File: config.mk
export PLATFORM = sky130hd
export DESIGN_NAME = i2s_capture_multi
export DESIGN_NICKNAME = d
export VERILOG_FILES = /design/src/rtl/i2s_pkg.sv /design/src/rtl/sync_frame_fifo.sv /design/src/rtl/i2s_capture_multi.sv
export SDC_FILE = /design/constraint.sdc
export NUM_CORES = 1
export LEC_CHECK = 0
export CORE_UTILIZATION = 65
export CTS_BUF_LIST = sky130_fd_sc_hd__clkbuf_8
export CTS_CLUSTER_SIZE = 8
export DETAILED_ROUTE_END_ITERATION = 10
export PLACE_DENSITY_LB_ADDON = 0.12
export SLEW_MARGIN = 20
export SYNTH_ARGS = -nofsm -noshare
export SYNTH_HDL_FRONTEND = slang
export SYNTH_HIERARCHICAL = 1
export SYNTH_SLANG_ARGS = --single-unit
File: constraint.sdc
create_clock -name clk_i -period 15.3 [get_ports clk_i]
set_input_delay 3.06 -clock clk_i [delete_from_list [all_inputs] [get_ports clk_i]]
set_output_delay 3.06 -clock clk_i [all_outputs]
set_load 0.02 [all_outputs]
File: src/rtl/i2s_pkg.sv
// Shared types and constants for the I2S / left-justified receive blocks.
//   cap_state_e : capture FSM states
//   DELAY_I2S   : data delay of 1 SCK after the WS edge (first bit is a dummy)
//   DELAY_LJ    : left-justified, MSB coincides with the WS edge
package i2s_pkg;

    typedef enum logic [1:0] {
        IDLE,
        SYNC,
        LEFT,
        RIGHT
    } cap_state_e;

    localparam int DELAY_I2S = 1;
    localparam int DELAY_LJ  = 0;

endpackage

File: src/rtl/sync_frame_fifo.sv
// Small synchronous FIFO with a registered head output.
//   clk_i, rst_ni : clock, asynchronous active-low reset
//   clear         : flush contents (wins over a same-cycle push)
//   push, wdata   : write request and data; accepted when not full or on a
//                   simultaneous pop
//   pop           : consume the head; ignored when empty
//   head          : registered copy of the oldest entry
//   full, empty   : occupancy flags
//   level         : number of stored entries, 0..DEPTH
module sync_frame_fifo #(
    parameter int WIDTH = 8,
    parameter int DEPTH = 4
) (
    input  logic                     clk_i,
    input  logic                     rst_ni,
    input  logic                     clear,
    input  logic                     push,
    input  logic [WIDTH-1:0]         wdata,
    input  logic                     pop,
    output logic [WIDTH-1:0]         head,
    output logic                     full,
    output logic                     empty,
    output logic [$clog2(DEPTH):0]   level
);

    localparam int AW = $clog2(DEPTH);
    localparam int LW = AW + 1;

    logic [WIDTH-1:0] mem [DEPTH];
    logic [AW-1:0]    wr_q, rd_q, rd_n;
    logic [LW-1:0]    cnt_q, cnt_n;
    logic [WIDTH-1:0] head_q, head_d;
    logic             push_do, pop_do;

    assign empty   = (cnt_q == '0);
    assign full    = (cnt_q == LW'(DEPTH));
    assign pop_do  = pop & ~empty;
    assign push_do = push & (~full | pop_do);

    // The head register is loaded with whatever entry will be oldest after
    // this cycle; when that entry is the one being written now, take it
    // straight from wdata since mem is not updated yet.
    always_comb begin
        rd_n   = rd_q + AW'(pop_do);
        cnt_n  = cnt_q + LW'(push_do) - LW'(pop_do);
        head_d = head_q;
        if (cnt_n != '0) begin
            if (push_do && (wr_q == rd_n)) head_d = wdata;
            else                           head_d = mem[rd_n];
        end
    end

    always_ff @(posedge clk_i or negedge rst_ni) begin
        if (!rst_ni) begin
            wr_q   <= '0;
            rd_q   <= '0;
            cnt_q  <= '0;
            head_q <= '0;
        end else if (clear) begin
            wr_q   <= '0;
            rd_q   <= '0;
            cnt_q  <= '0;
            head_q <= '0;
        end else begin
            wr_q   <= wr_q + AW'(push_do);
            rd_q   <= rd_n;
            cnt_q  <= cnt_n;
            head_q <= head_d;
        end
    end

    always_ff @(posedge clk_i) begin
        if (push_do && !clear) mem[wr_q] <= wdata;
    end

    assign head  = head_q;
    assign level = cnt_q;

endmodule

File: src/rtl/i2s_capture_multi.sv
// Multi-lane I2S / left-justified receiver. All lanes share one SCK/WS pair;
// each complete L+R frame of every lane is packed into one word and queued.
//   clk_i, rst_ni : system clock, asynchronous active-low reset
//   enable_i      : capture enable; low parks the FSM in IDLE (FIFO kept)
//   clear_i       : flush FIFO and clear overflow_o
//   sck_i, ws_i   : bit clock and word select (0 = left), synchronous to clk_i
//   sd_i          : one serial data bit per lane
//   frame_o       : FIFO head; lane l left at [2l*DATA_W], right at [(2l+1)*DATA_W]
//   valid_o/ready_i : head handshake
//   level_o       : FIFO occupancy
//   overflow_o    : sticky, a completed frame was dropped on a full FIFO
//   frame_err_o   : one-cycle pulse when a slot ends short of DATA_W bits
module i2s_capture_multi
    import i2s_pkg::*;
#(
    parameter int DATA_W     = 24,
    parameter int SLOT_W     = 32,
    parameter int N_LANES    = 1,
    parameter int DELAY      = DELAY_I2S,
    parameter int FIFO_DEPTH = 4
) (
    input  logic                            clk_i,
    input  logic                            rst_ni,
    input  logic                            enable_i,
    input  logic                            clear_i,
    input  logic                            sck_i,
    input  logic                            ws_i,
    input  logic [N_LANES-1:0]              sd_i,
    output logic [2*N_LANES*DATA_W-1:0]     frame_o,
    output logic                            valid_o,
    input  logic                            ready_i,
    output logic [$clog2(FIFO_DEPTH):0]     level_o,
    output logic                            overflow_o,
    output logic                            frame_err_o
);

    localparam int FW   = 2 * N_LANES * DATA_W;
    localparam int CW   = $clog2(SLOT_W + 1);
    localparam int LAST = DELAY + DATA_W;   // bits needed for a complete slot

    typedef logic [FW-1:0] frame_t;

    cap_state_e state_q, state_d;
    logic       sck_q, ws_smp, bad_q, bad_d, err_d, push;
    logic       sck_rise, ws_chg, ws_fall, ws_rise, in_data, cap_l, cap_r;
    logic [CW-1:0] cnt_q, idx;
    int         idx_i;
    logic       full, empty, pop;
    frame_t     push_data, head;

    logic [N_LANES-1:0][DATA_W-1:0] left_q, right_q, right_nx;

    assign sck_rise = sck_i & ~sck_q;
    assign ws_chg   = sck_rise & (ws_i != ws_smp);
    assign ws_fall  = ws_chg & ~ws_i;
    assign ws_rise  = ws_chg & ws_i;

    // Bit index of the sample taken at this rise; a WS edge restarts the slot.
    assign idx      = ws_chg ? '0 : cnt_q;
    assign idx_i    = int'(idx);
    assign in_data  = sck_rise && (idx_i >= DELAY) && (idx_i < LAST);

    // Steering uses the next state so the bit sampled on a WS edge lands in
    // the slot that edge starts (matters for DELAY = 0).
    assign cap_l    = in_data && (state_d == LEFT);
    assign cap_r    = in_data && (state_d == RIGHT);

    always_comb begin
        state_d = state_q;
        bad_d   = bad_q;
        err_d   = 1'b0;
        push    = 1'b0;
        if (!enable_i) begin
            state_d = IDLE;
        end else begin
            case (state_q)
                IDLE: begin
                    state_d = SYNC;
                    bad_d   = 1'b0;
                end
                SYNC: begin
                    if (ws_fall) begin
                        state_d = LEFT;
                        bad_d   = 1'b0;
                    end
                end
                LEFT: begin
                    if (ws_rise) begin
                        state_d = RIGHT;
                        if (int'(cnt_q) < LAST) begin
                            err_d = 1'b1;
                            bad_d = 1'b1;
                        end
                    end
                end
                RIGHT: begin
                    if (ws_fall) begin
                        state_d = LEFT;
                        bad_d   = 1'b0;
                        if (int'(cnt_q) < LAST) err_d = 1'b1;
                    end else if (sck_rise && (idx_i == LAST - 1) && !bad_q) begin
                        push = 1'b1;
                    end
                end
                default: state_d = IDLE;
            endcase
        end
    end

    always_ff @(posedge clk_i or negedge rst_ni) begin
        if (!rst_ni) begin
            state_q     <= IDLE;
            bad_q       <= 1'b0;
            sck_q       <= 1'b0;
            ws_smp      <= 1'b0;
            cnt_q       <= '0;
            frame_err_o <= 1'b0;
            left_q      <= '0;
            right_q     <= '0;
        end else begin
            state_q     <= state_d;
            bad_q       <= bad_d;
            sck_q       <= sck_i;
            frame_err_o <= err_d;
            if (sck_rise) begin
                ws_smp <= ws_i;
                cnt_q  <= (idx_i < SLOT_W) ? idx + CW'(1) : idx;
            end
            for (int l = 0; l < N_LANES; l++) begin
                if (cap_l) left_q[l]  <= {left_q[l][DATA_W-2:0], sd_i[l]};
                if (cap_r) right_q[l] <= right_nx[l];
            end
        end
    end

    // The push happens on the rise that samples the last right bit, so the
    // pushed word takes the right channel from the shifter's next value.
    for (genvar l = 0; l < N_LANES; l++) begin : g_lane
        assign right_nx[l] = {right_q[l][DATA_W-2:0], sd_i[l]};
        assign push_data[2*l*DATA_W +: DATA_W]     = left_q[l];
        assign push_data[(2*l+1)*DATA_W +: DATA_W] = right_nx[l];
    end

    assign pop = ~empty & ready_i;

    sync_frame_fifo #(
        .WIDTH (FW),
        .DEPTH (FIFO_DEPTH)
    ) u_fifo (
        .clk_i  (clk_i),
        .rst_ni (rst_ni),
        .clear  (clear_i),
        .push   (push),
        .wdata  (push_data),
        .pop    (pop),
        .head   (head),
        .full   (full),
        .empty  (empty),
        .level  (level_o)
    );

    always_ff @(posedge clk_i or negedge rst_ni) begin
        if (!rst_ni)                      overflow_o <= 1'b0;
        else if (clear_i)                 overflow_o <= 1'b0;
        else if (push && full && !pop)    overflow_o <= 1'b1;
    end

    assign frame_o = head;
    assign valid_o = ~empty;

endmodule

; After elaboration in Yosys (flattened, before gate mapping)
; Memory sizes are Yosys's and may differ from the RTL's.
; Index checks and enable logic that the tools add are counted.
[totals]
ff_bits = 115
mem_bits_rw = 192
in_bits = 8
output_inout_bits = 54
elab_cells = 96
mem_count = 1
[classes]
addsub = 5
magnitude_cmp = 4
eq_ne = 12
n_mux = 29
n_bitwise = 12
n_reduce_logical = 20
[memory_table]
columns = memory, depth, width, read_ports, rd_clocked_by_memory_dff, wr, line_no
row1 = u_fifo.mem, 4, 48, 1, 0, 1, sync_frame_fifo.sv:29  ; logic [WIDTH-1:0] mem [DEPTH];
[op_table]
columns = operator, count
row1 = $mux W48, 3
row2 = $mux W1, 15
row3 = $lt A6 B5 Y1 const B, 2
row4 = $mux W6, 2
row5 = $logic_and A1 B1 Y1, 10
row6 = $mux W2, 5
row7 = $eq A2 B2 Y1 const B, 4
row8 = $and A1 B1 Y1, 7
row9 = $add A6 B1 Y6 const B, 1
row10 = $eq A6 B6 Y1 const B, 1
row11 = $ge A6 B1 Y1 const B, 1
row12 = $lt A6 B6 Y1 const B, 1
row13 = $pmux W2 S3, 1
row14 = $add A2 B1 Y2, 2
row15 = $ne A2 B2 Y1 const B, 2
row16 = $not A1 Y1, 4
row17 = $reduce_and A4 Y1, 1
row18 = $reduce_bool A2 Y1, 2
row19 = $add A3 B1 Y3, 1
row20 = $eq A3 B3 Y1 const B, 1
row21 = $logic_not A1 Y1, 3
row22 = $logic_not A3 Y1, 1
row23 = $mux W3, 1
row24 = $pmux W1 S3, 1
row25 = other kinds (10), 10

; Longest topological paths before layout
; Gate-level depths: netlist of the first run.
[depth]
word_depth = 17
depth_mapped = 19
depth_no_buf = 16

; Cells and area by module
; Netlist of the first run, hierarchy kept.
[by_module_without_submodules]
columns = mod, instances, cells_each, area_each_um2, seq_area_each_um2
row1 = sync_frame_fifo, 1, 454, 9495.4, 7141.8
row2 = i2s_capture_multi, 1, 191, 2732.6, 1501.4

; Least setup slack after synthesis of the first run
; Ideal clock, no wire load.
[synth_path]
path_type = in2reg
from = input ws_i
to = memory u_fifo/mem[1][0] (netlist name), enable pin
setup_ns = 0.523
arrival_time_ns = 7.890
required_ns = 14.777
slack_ns = 6.887
path_stages = 9
path_buffers = 1
path_cell_list = buf_6 xnor2_4 nand2b_4 nand2_1 ha_1 nand4_1 nor3_1 nand3_2 nor3b_1
[synth_between]
elab_chain_cells = 14
elab_cells_between_ends = 16
classes_between = eq/ne: 2 / mux: 7 / bitwise: 4 / reduce/logical: 3
[synth_rtl]
columns = item, line_no
row1 = start: declaration, i2s_capture_multi.sv:27  ; input logic ws_i,
row2 = $ne A1 B1 Y1, i2s_capture_multi.sv:54  ; assign ws_chg = sck_rise & (ws_i != ws_smp);
row3 = $and A1 B1 Y1, i2s_capture_multi.sv:54
row4 = $mux W6, i2s_capture_multi.sv:59  ; assign idx = ws_chg ? '0 : cnt_q;
row5 = $eq A6 B6 Y1, i2s_capture_multi.sv:101  ; end else if (sck_rise && (idx_i == LAST - 1) && !bad_q) begin
row6 = $logic_and A1 B1 Y1 (2 in series), i2s_capture_multi.sv:101
row7 = $mux W1, i2s_capture_multi.sv:101
row8 = $mux W1 (*), i2s_capture_multi.sv:97  ; if (ws_fall) begin
row9 = $mux W1 (*), i2s_capture_multi.sv:76  ; case (state_q)
row10 = $mux W1 (*), i2s_capture_multi.sv:73  ; if (!enable_i) begin
row11 = named net push, i2s_capture_multi.sv:44  ; logic sck_q, ws_smp, bad_q, bad_d, err_d, push;
row12 = $and A1 B1 Y1 (*), sync_frame_fifo.sv:38  ; assign push_do = push & (~full | pop_do);
row13 = $logic_and A1 B1 Y1 (*), sync_frame_fifo.sv:73  ; if (push_do && !clear) mem[wr_q] <= wdata;
row14 = $mux W1 (*), sync_frame_fifo.sv:73
row15 = $mux W1 (not written as such) (*), sync_frame_fifo.sv:73
row16 = end: declaration, sync_frame_fifo.sv:29
; The timed path passes the listed nets; every way through them passes the cells marked *.

; Final worst setup path of the first run
[layout_path]
from = input ws_i
to = register u_fifo.head_q[25] (netlist: u_fifo/head[25])
[layout_between]
elab_chain_cells = 15
elab_cells_between_ends = 21
classes_between = add/sub: 2 / eq/ne: 2 / mux: 8 / bitwise: 4 / reduce/logical: 5
[layout_rtl]
columns = item, line_no
row1 = $ne A1 B1 Y1, i2s_capture_multi.sv:54
row2 = $and A1 B1 Y1, i2s_capture_multi.sv:54
row3 = $mux W6, i2s_capture_multi.sv:59
row4 = $eq A6 B6 Y1, i2s_capture_multi.sv:101
row5 = $logic_and A1 B1 Y1 (2 in series), i2s_capture_multi.sv:101
row6 = $mux W1, i2s_capture_multi.sv:101
row7 = $mux W1 (*), i2s_capture_multi.sv:97
row8 = $mux W1 (*), i2s_capture_multi.sv:76
row9 = $mux W1 (*), i2s_capture_multi.sv:73
row10 = named net push, i2s_capture_multi.sv:44
row11 = $and A1 B1 Y1 (*), sync_frame_fifo.sv:38
row12 = $add A3 B1 Y3 / $logic_and A1 B1 Y1 (equally long branches), "sync_frame_fifo.sv:45, sync_frame_fifo.sv:48"
row13 = $sub A3 B1 Y3 / $mux W48 (equally long branches), "sync_frame_fifo.sv:45, sync_frame_fifo.sv:48"
row14 = $reduce_bool A3 Y1 / $mux W48 (equally long branches), sync_frame_fifo.sv:47  ; if (cnt_n != '0) begin
row15 = $reduce_bool A2 Y1 (no source line) / $mux W48 (equally long branches), --
row16 = end signal: assignment, sync_frame_fifo.sv:58  ; head_q <= '0;
row17 = end signal: assignment, sync_frame_fifo.sv:63  ; head_q <= '0;
row18 = end signal: assignment, sync_frame_fifo.sv:68  ; head_q <= head_d;
row19 = end: declaration, sync_frame_fifo.sv:32  ; logic [WIDTH-1:0] head_q, head_d;
; The timed path passes the listed nets; every way through them passes the cells marked *. The select of a mux whose other input is x is not followed.
; A chain may end at the register's enable or synchronous reset.

==> results of run 1 <==
cell usage in the layout, fill, tap and decap left out, drive strengths merged, types with 6 or more instances in the layout:
master / count
a21oi: 6
clkdlybuf4s50: 60
mux2: 48
mux4: 48
buf: 14
ha: 8
inv: 39
nand2: 13
clkbuf: 56
nor2: 13
and2: 48
dfrtp: 115
a221o: 48
nor2b: 7
edfxtp: 192
power groups by stage:
stage	clock [W]	combinational [W]	sequential [W]
floorplan	0	0.0000480	0.000925
global placement	0	0.0000821	0.000921
detailed placement	0	0.0000853	0.000921
CTS	0.000678	0.0000856	0.000905
global route	0.000714	0.0000926	0.000907
finish	0.000664	0.0000848	0.000906
flip-flops by register name (all words and copies together), names as in the netlist, 2 cells and up:
register,flops
u_fifo/head,48
state_q,2
left_q,24
u_fifo/wr_q,2
u_fifo/mem,192
u_fifo/rd_q,2
right_q,23
cnt_q,6
u_fifo/level,3
layer usage:
metal,up-vias,GRT usage [%]
li1,2732,-
met1,3321,34.2
met2,184,42.3
met3,34,4.52
met4,0,8.01
met5,-,0
logic make-up (layout without fill, tap and decap cells):
kind of cell	after synthesis	after routing
muxes	96	96
adders and majority gates	9	9
buffers and inverters	42	172
DFF	307	307
xor gates and xnor gates	10	10
and+or+nand+nor	116	116
AOI/OAI and AO/OA	65	65
worst max path at each step:
stage          slack, ps  from                to
5_1_grt             7690  ws_i   u_fifo/head[35]
2_1_floorplan       6890  ws_i  u_fifo/mem[1][0]
3_3_place_gp        7590  ws_i   u_fifo/head[23]
6_report            7930  ws_i   u_fifo/head[25]
4_1_cts             7980  ws_i   u_fifo/head[25]
3_5_place_dp        7410  ws_i   u_fifo/head[25]
metrics by stage:
| step | cells | setup WS (ps) | instance area (um2) | hold slack [ps] | util (%) |
|---|---|---|---|---|---|
| after floorplan | 645 | 6890 | 12200 | 483 | - |
| after detailed placement | 914 | 7410 | 13000 | 527 | 71.4 |
| final | 1004 | 7930 | 14000 | 531 | 76.8 |
| after global routing | 1004 | 7690 | 14000 | 562 | 76.8 |
| after global placement | 914 | 7590 | 13000 | 506 | 71.4 |
| after CTS | 1003 | 7980 | 14000 | 539 | 76.7 |
worst max-delay path, stage by stage:
cell	delay (ps)
sky130_fd_sc_hd__clkdlybuf4s50_1	590
sky130_fd_sc_hd__xnor2_4	250
sky130_fd_sc_hd__nand2b_4	180
sky130_fd_sc_hd__nand2_1	160
sky130_fd_sc_hd__ha_1	170
sky130_fd_sc_hd__nand4_1	110
sky130_fd_sc_hd__nor3_1	300
sky130_fd_sc_hd__nand2_2	160
sky130_fd_sc_hd__ha_1	330
sky130_fd_sc_hd__inv_1	60
sky130_fd_sc_hd__ha_1	150
sky130_fd_sc_hd__inv_1	60
sky130_fd_sc_hd__fa_1	390
sky130_fd_sc_hd__xnor3_1	270
sky130_fd_sc_hd__and3_4	600
sky130_fd_sc_hd__nor3_4	130
sky130_fd_sc_hd__buf_4	350
sky130_fd_sc_hd__a221o_1	430
layout make-up:
class / instances / area, um2
fill: 999 / 4220
sequential: 307 / 8640
clock inverter: 33 / 181
multi-input combinational: 296 / 3340
inverter: 9 / 33.8
timing repair buffer: 74 / 726
clock buffer: 56 / 771
tap: 229 / 287
==> flow_summary.yaml, run 1 <==
yosys:
  syn_area_um2: 12200
  ys_dominant_reg_cell: "sky130_fd_sc_hd__edfxtp_1"
  ys_seq_area_share_pct: 70.7
  yosysTopAreaCellShare_pct: 47.2
  yosys.area_share.xor_xnor_pct: 1.09
  synth.avg_cell_area_um2: 19.0
  synth_compound_gate_area_share_pct: 5.01
  synthMostInstantiatedCell: "sky130_fd_sc_hd__edfxtp_1"
  syn-instance-count: 645
  synth_area_leader_cell: "sky130_fd_sc_hd__edfxtp_1"
  synth_seq_cells: 307
  post_synth_main_area_contributors: "sky130_fd_sc_hd__edfxtp_1 47%, sky130_fd_sc_hd__dfrtp_1 24%, sky130_fd_sc_hd__mux4_2 8.8%, sky130_fd_sc_hd__a221o_1 3.9%, sky130_fd_sc_hd__mux2_2 2.5%"
  ys_types: 55
  synth-edff-count: 192
  synth_adder_area_share_pct: 0.982
  synth_top_family_by_area: "multiplexers"
  asyncSetResetFlopFracSynth_pct: 37.5
  yosysWarningCount: 6
  mappedNetlistNets: 662
  simple_gate_fraction_of_synth_area_pct: 5.93
  synth_common_cells: "192 x sky130_fd_sc_hd__edfxtp_1, 115 x sky130_fd_sc_hd__dfrtp_1, 48 x sky130_fd_sc_hd__a221o_1, 48 x sky130_fd_sc_hd__mux4_2, 39 x sky130_fd_sc_hd__and2_1"
  yosys-mux-area-fraction_pct: 13.9
grt:
  global_route.usage.total_pct: 25.2
  grt_pass1_vias: 6803
  pin_count_of_the_biggest_net_entering_global_routing: 65
  overflow: 0
  antenna_violations_before_repair: 0
  first_pass_grt_wire_length_mm: 37.0
setup_path:
  worst_path_required_ps: 15710
  worstSetupEndpointType: "register"
  setup.worst_path.start_class: "primary input"
  worst_r2r_path_depth: 17
  crit_path_max_fanout: 49
  reg2reg_setup_slack_ps: 10570
  worstReg2RegStart: "ws_smp"
  critical_path_class: "in2reg"
  timing.critical_path.arrival_ps: 7780
  rr_endpoint: "u_fifo/head[25]"
power_and_ir_drop:
  power.ir.vdd_worst_v: 0.000101
  finalPower_w: 0.00165
  cellPowerDensity_nw_per_um2: 118
  pwr-share-comb_pct: 5.1
  power_frac_seq_pct: 54.7
  power.share.clock_pct: 40.1
  cellLeakagePower_nw: 5.36
  power.switching_w: 0.000362
  power.switching_fraction_pct: 21.8
  cellInternalPower_w: 0.00129
die:
  die_area_um2: 19400
  core_region_area_um2: 18200
  horizontal_extent_of_the_die_um: 139
  height_of_the_die_um: 139
  rows: 49
  floorplan.initialDensity_pct: 67.2
  num_ports: 62
clock_tree:
  clk_path_buf_depth: 3
  numCtsBuffers: 48
  post_cts_resized: 0
  insertion_delay_ps: 550
  tritoncts: "built"
  ctsRootBufferMaster: "sky130_fd_sc_hd__clkbuf_8"
  h_tree_depth_reported_by_cts: 2
  ctsHoldBuffers: 0
  clock_sink_count: 307
  worst_setup_hold_path_clk_slew_ps: 60
  cts_post_setup_buffers_inserted: 0
worst_hold_path:
  holdCritStartpoint: "overflow_o"
  worstHoldPathCells: 2
  whs_endpoint: "overflow_o"
  hp-class: "reg2reg"
sta:
  timing.fmax_mhz: 136
  share_of_the_cycle_needed_by_the_critical_path_after_routing_pct: 48.2
  finalWorstPathRequiredPeriod_ps: 7370
  clock-skew-final_ps: 22.0
  timing.final.hold_violations: 0
  final_max_slew_viol_count: 0
  max_slew.worst_pin.slew_ps: 1010
  setup_viol: 0
  final.setup.tns_ps: 0
  unrepaired_setup_endpoints_after_global_routing: "false"
  maxSlewHeadroom_pct: 32.4
placement:
  dp.final_hpwl_mm: 12.2
  gpl.final_weighted_congestion: 0.854
  portBuffers: 61
detailed_routing:
  topRoutingLayerUsed: "met4"
  met2RoutedLength_mm: 11.8
  post_drt_wl_per_cell_um: 23.0
  routed-via-count: 6271
  detail_route.iter0.violations: 517
  wl_met1_mm: 9.72
  drt-total-wl_mm: 23.1
  drt_first_pass_iters: 8
  antenna_left: 0
  routed_via_density: 6.25
  met3_wirelength_mm: 1.23
  drt_drc_violations_left: 4
job:
  max_cap_viol_count: 0
run_status:
  outcome: "finished, violations left"
  failing_checks: "DRC"
cells_and_area:
  area.growth.synth_to_final_pct: 14.4
  fraction_of_final_layout_cells_with_drive_strength_greater_than_1_pct: 24.0
  antennaDiodeCount: 0
  total_nets_final: 753
No activity file was read; power rests on OpenSTA's default activity.
==> run 2, diff against run 1 <==
--- a/config.mk
+++ b/config.mk
@@ -5,7 +5,7 @@
 export SDC_FILE = /design/constraint.sdc
 export NUM_CORES = 1
 export LEC_CHECK = 0
-export CORE_UTILIZATION = 65
+export CORE_UTILIZATION = 56
 export CTS_BUF_LIST = sky130_fd_sc_hd__clkbuf_8
 export CTS_CLUSTER_SIZE = 8
 export DETAILED_ROUTE_END_ITERATION = 10
==> constraint.sdc (replaced) <==
create_clock -name clk_i -period 6.7 [get_ports clk_i]
set_input_delay 1.34 -clock clk_i [delete_from_list [all_inputs] [get_ports clk_i]]
set_output_delay 1.34 -clock clk_i [all_outputs]
set_load 0.02 [all_outputs]
==> flow_summary.yaml, run 2 (same netlist as run 1, synthesis figures left out) <==
run_status:
  outcome: "complete, no violations"
clock_tree:
  clock_sink_count: 307
  ctsRootBufferMaster: "sky130_fd_sc_hd__clkbuf_8"
  ctsHoldBuffers: 0
  worst_setup_hold_path_clk_slew_ps: 60
  h_tree_depth_reported_by_cts: 2
  cts_post_setup_buffers_inserted: 0
  tritoncts: "built"
  post_cts_resized: 0
  insertion_delay_ps: 560
  clk_path_buf_depth: 3
  numCtsBuffers: 48
sta:
  maxSlewHeadroom_pct: 34.1
  unrepaired_setup_endpoints_after_global_routing: "false"
  share_of_the_cycle_needed_by_the_critical_path_after_routing_pct: 81.0
  timing.fmax_mhz: 184
  final_max_slew_viol_count: 0
  clock-skew-final_ps: 14.9
  max_slew.worst_pin.slew_ps: 987
  finalWorstPathRequiredPeriod_ps: 5430
  timing.final.hold_violations: 0
  final.setup.tns_ps: 0
  setup_viol: 0
detailed_routing:
  post_drt_wl_per_cell_um: 22.5
  drt_drc_violations_left: 0
  drt-total-wl_mm: 23.6
  drt_first_pass_iters: 5
  routed_via_density: 5.92
  routed-via-count: 6216
  detail_route.iter0.violations: 323
  antenna_left: 0
cells_and_area:
  finish.cell_count_without_fillers: 1050
  fraction_of_final_layout_cells_with_drive_strength_greater_than_1_pct: 23.7
  registers.top_by_ff_count: "u_fifo/mem"
  largest_register_ff_count: 192
  layout_common_cells: "192 x sky130_fd_sc_hd__edfxtp_1, 115 x sky130_fd_sc_hd__dfrtp_1, 60 x sky130_fd_sc_hd__clkdlybuf4s50_1, 55 x sky130_fd_sc_hd__clkbuf_8"
  antennaDiodeCount: 0
  total_nets_final: 754
  final_common_cell: "sky130_fd_sc_hd__edfxtp_1"
  area.growth.synth_to_final_pct: 14.2
worst_hold_path:
  whs_endpoint: "overflow_o"
  worstHoldPathCells: 2
  holdCritStartpoint: "overflow_o"
  hp-class: "reg2reg"
setup_path:
  worst_r2r_path_depth: 17
  worst_path_required_ps: 7190
  reg2reg_setup_slack_ps: 2180
  timing.critical_path.arrival_ps: 5920
  rr_endpoint: "u_fifo/head[41]"
  setup.worst_path.start_class: "primary input"
  worstReg2RegStart: "ws_smp"
  critical_path_class: "in2reg"
  crit_path_max_fanout: 18
  worstSetupEndpointType: "register"
die:
  die_area_um2: 22400
  horizontal_extent_of_the_die_um: 150
  num_ports: 62
  floorplan.initialDensity_pct: 57.6
  height_of_the_die_um: 150
  core_region_area_um2: 21200
  rows: 53
power_and_ir_drop:
  cellLeakagePower_nw: 5.33
  power.switching_w: 0.000824
  power.share.clock_pct: 38.7
  cellPowerDensity_nw_per_um2: 264
  pwr-share-comb_pct: 5.3
  power.switching_fraction_pct: 22.4
  cellInternalPower_w: 0.00286
  power.ir.vdd_worst_v: 0.000148
  power_frac_seq_pct: 56.1
grt:
  antenna_violations_before_repair: 0
  pin_count_of_the_biggest_net_entering_global_routing: 64
  first_pass_grt_wire_length_mm: 36.9
  global_route.usage.total_pct: 22.2
  grt_pass1_vias: 6711
  overflow: 0
placement:
  portBuffers: 61
  dp.final_hpwl_mm: 12.2
  post-place-cells: 962
  gpl.final_weighted_congestion: 0.764
job:
  max_cap_viol_count: 0
==> run 2: routing by layer <==
metal | GRT usage, % | part of all wire (%) | vias up
met3 | 3.78 | 4.5 | 34
met4 | 7.47 | 1.7 | 0
met5 | 0 | 0 | -
met2 | 36.7 | 51 | 167
met1 | 30.0 | 43 | 3291
li1 | - | - | 2724
==> run 2: metrics by stage <==
stage | worst slack, ps | util [%] | cell area (um2) | hold slack, ps | power (W)
final | 1270 | 65.8 | 14000 | 517 | 0.00369
after global routing | 1040 | 65.8 | 14000 | 557 | 0.00382
after CTS | 1260 | 65.8 | 14000 | 527 | 0.00373
after detailed placement | 650 | 61.6 | 13100 | 507 | 0.00230
after global placement | 763 | 61.6 | 13100 | 508 | 0.00229
after floorplan | 7.29 | - | 12200 | 483 | 0.00222
==> run 2: worst max-delay path by stage <==
| stage | start | end | slack [ps] | cells after the start |
|---|---|---|---|---|
| after detailed placement | ws_i | u_fifo/head[41] | 650 | 18 |
| final | ws_i | u_fifo/head[41] | 1270 | 18 |
| after CTS | ws_i | u_fifo/head[1] | 1260 | 18 |
| after global placement | ws_i | u_fifo/head[41] | 760 | 18 |
| after floorplan | ws_i | u_fifo/mem[1][0] | 7 | 9 |
| after global routing | ws_i | u_fifo/head[1] | 1040 | 18 |
==> run 2: area by class of cell <==
class	count	area [um2]
clock buffers	55	757
clock inverters	33	129
fillers	1462	7260
inverters	9	33.8
multi-input cells	296	3340
flip-flops and latches	307	8640
well taps	275	344
repair buffers	75	713
==> run 2: power by group through the flow <==
stage | logic (W) | clock network, W | registers [W]
finish | 0.000194 | 0.00143 | 0.00207
global route | 0.000213 | 0.00154 | 0.00207
CTS | 0.000197 | 0.00147 | 0.00207
detailed placement | 0.000196 | 0 | 0.00211
global placement | 0.000190 | 0 | 0.00210
floorplan | 0.000110 | 0 | 0.00211
==> run 2: worst max-delay path, stage by stage <==
cell and delay [ps]:
sky130_fd_sc_hd__clkdlybuf4s50_1 590, sky130_fd_sc_hd__xnor2_4 260, sky130_fd_sc_hd__nand2b_4 180, sky130_fd_sc_hd__nand2_1 150, sky130_fd_sc_hd__ha_1 180, sky130_fd_sc_hd__nand4_1 110
sky130_fd_sc_hd__nor3_1 290, sky130_fd_sc_hd__nand2_2 130, sky130_fd_sc_hd__ha_1 310, sky130_fd_sc_hd__inv_1 50, sky130_fd_sc_hd__ha_1 130, sky130_fd_sc_hd__inv_1 50
sky130_fd_sc_hd__fa_1 390, sky130_fd_sc_hd__xnor3_1 230, sky130_fd_sc_hd__and3_4 200, sky130_fd_sc_hd__nor3_4 670, sky130_fd_sc_hd__buf_4 420, sky130_fd_sc_hd__a221o_1 210
==> run 3, diff against run 2 <==
--- a/config.mk
+++ b/config.mk
@@ -5,7 +5,7 @@
 export SDC_FILE = /design/constraint.sdc
 export NUM_CORES = 1
 export LEC_CHECK = 0
-export CORE_UTILIZATION = 56
+export CORE_UTILIZATION = 62
 export CTS_BUF_LIST = sky130_fd_sc_hd__clkbuf_8
 export CTS_CLUSTER_SIZE = 8
 export DETAILED_ROUTE_END_ITERATION = 10
==> constraint.sdc (replaced) <==
create_clock -name clk_i -period 5.1 [get_ports clk_i]
set_input_delay 1.02 -clock clk_i [delete_from_list [all_inputs] [get_ports clk_i]]
set_output_delay 1.02 -clock clk_i [all_outputs]
set_load 0.02 [all_outputs]
==> flow_summary.yaml, run 3 (same netlist as run 1, synthesis figures left out) <==
detailed_routing:
  drt-total-wl_mm: 23.3
  routed_via_density: 6.02
  routed-via-count: 6278
  antenna_left: 0
  post_drt_wl_per_cell_um: 22.3
  drt_drc_violations_left: 0
  drt_first_pass_iters: 4
  detail_route.iter0.violations: 361
clock_tree:
  clock_sink_count: 307
  worst_setup_hold_path_clk_slew_ps: 60
  ctsRootBufferMaster: "sky130_fd_sc_hd__clkbuf_8"
  h_tree_depth_reported_by_cts: 2
  numCtsBuffers: 48
  tritoncts: "built"
  clk_path_buf_depth: 3
  ctsHoldBuffers: 0
  post_cts_resized: 0
  cts_post_setup_buffers_inserted: 0
  insertion_delay_ps: 560
die:
  die_area_um2: 20300
  core_region_area_um2: 19000
  height_of_the_die_um: 142
  horizontal_extent_of_the_die_um: 142
  num_ports: 62
  floorplan.initialDensity_pct: 64.3
  rows: 50
power_and_ir_drop:
  cellLeakagePower_nw: 5.39
  finalPower_w: 0.00483
  cellPowerDensity_nw_per_um2: 342
  power.ir.vdd_worst_v: 0.000255
  power_frac_seq_pct: 56.3
  cellInternalPower_w: 0.00374
  pwr-share-comb_pct: 5.5
  power.switching_w: 0.00108
  power.share.clock_pct: 38.1
  power.switching_fraction_pct: 22.4
sta:
  setup_viol: 0
  clock-skew-final_ps: 16.8
  hold_slack_ps: 522
  share_of_the_cycle_needed_by_the_critical_path_after_routing_pct: 90.2
  timing.fmax_mhz: 217
  maxSlewHeadroom_pct: 47.4
  unrepaired_setup_endpoints_after_global_routing: "false"
  finalWorstPathRequiredPeriod_ps: 4600
  timing.final.hold_violations: 0
  final_max_slew_viol_count: 0
  max_slew.worst_pin.slew_ps: 789
cells_and_area:
  antennaDiodeCount: 0
  layout_common_cells: "192 x sky130_fd_sc_hd__edfxtp_1, 115 x sky130_fd_sc_hd__dfrtp_1, 60 x sky130_fd_sc_hd__clkdlybuf4s50_1, 53 x sky130_fd_sc_hd__clkbuf_8"
  area.growth.synth_to_final_pct: 15.3
  final_common_cell: "sky130_fd_sc_hd__edfxtp_1"
  final.fill_count: 1178
  final_instance_area_um2: 14100
  fraction_of_final_layout_cells_with_drive_strength_greater_than_1_pct: 24.5
  total_nets_final: 761
  largest_register_ff_count: 192
  registers.top_by_ff_count: "u_fifo/mem"
grt:
  overflow: 0
  first_pass_grt_wire_length_mm: 37.1
  global_route.usage.total_pct: 24.6
  pin_count_of_the_biggest_net_entering_global_routing: 61
  antenna_violations_before_repair: 0
  grt_pass1_vias: 6697
job:
  max_cap_viol_count: 0
run_status:
  outcome: "complete, no violations"
placement:
  portBuffers: 61
  placement_stage_cell_area_um2: 13200
  dp.final_hpwl_mm: 12.9
  gpl.final_weighted_congestion: 0.834
setup_path:
  critical_path_class: "in2reg"
  timing.critical_path.arrival_ps: 5030
  worst_path_required_ps: 5520
  crit_path_max_fanout: 23
  setup.worst_path.start_class: "primary input"
  worstSetupEndpointType: "register"
worst_hold_path:
  hp-class: "reg2reg"
-- run 3: area by class of cell --
type | count | area (um2) | area share (%)
Clock inverter | 36 | 144 | 1.02
Multi-Input combinational cell | 296 | 3360 | 23.8
Timing Repair Buffer | 82 | 866 | 6.14
Sequential cell | 307 | 8640 | 61.3
Inverter | 9 | 33.8 | 0.240
Clock buffer | 53 | 729 | 5.17
Tap cell | 260 | 325 | 2.31
-- run 3: worst max-delay path, cell delays in order --
cell                              delay [ps]
sky130_fd_sc_hd__clkdlybuf4s50_1         550
sky130_fd_sc_hd__xnor2_4                 230
sky130_fd_sc_hd__nand2b_4                190
sky130_fd_sc_hd__nand2_1                 160
sky130_fd_sc_hd__ha_1                    170
sky130_fd_sc_hd__nand4_1                 110
sky130_fd_sc_hd__nor3_1                  290
sky130_fd_sc_hd__nand2_2                 140
sky130_fd_sc_hd__ha_1                    320
sky130_fd_sc_hd__inv_1                    60
sky130_fd_sc_hd__ha_1                    130
sky130_fd_sc_hd__inv_1                    50
sky130_fd_sc_hd__fa_1                    410
sky130_fd_sc_hd__xnor3_1                 270
sky130_fd_sc_hd__and3_4                  230
sky130_fd_sc_hd__nor3_4                   50
sky130_fd_sc_hd__buf_4                   250
sky130_fd_sc_hd__a221o_1                 390
-- run 3: metal layers --
metal / wire length (um) / up-vias / GRT usage (%)
met2: 11700 / 197 / 40.8
li1: - / 2754 / -
met4: 401 / 0 / 7.36
met5: 0 / - / 0
met1: 9840 / 3289 / 33.9
met3: 1310 / 38 / 4.48
-- run 3: power by group through the flow --
stage | clock network (W) | registers (W) | logic [W]
floorplan | 0 | 0.00277 | 0.000144
global placement | 0 | 0.00276 | 0.000259
detailed placement | 0 | 0.00276 | 0.000268
CTS | 0.00189 | 0.00272 | 0.000269
global route | 0.00199 | 0.00272 | 0.000293
finish | 0.00184 | 0.00272 | 0.000268
-- run 3: per-stage QoR --
stage	TNS, ps	std cells	worst slack, ps	util, %
final	0	1043	498	74.2
after global routing	0	1043	316	74.2
after CTS	0	1043	553	74.2
after detailed placement	-228	954	-25.2	69.6
after global placement	0	954	104	69.6
after floorplan	0	645	406	-
-- run 3: final timing paths --
check	startpoint	end	slack (ps)	depth (start not counted)
worst max register to register	ws_smp	u_fifo/head[8]	1040	17
worst max-delay path	ws_i	u_fifo/head[8]	500	18
max in group asynchronous	rst_ni	u_fifo/wr_q[0]	3750	2
worst min register to register	bad_q	bad_q	520	1
worst min-delay path	bad_q	bad_q	520	1
min in group asynchronous	rst_ni	u_fifo/head[22]	530	1
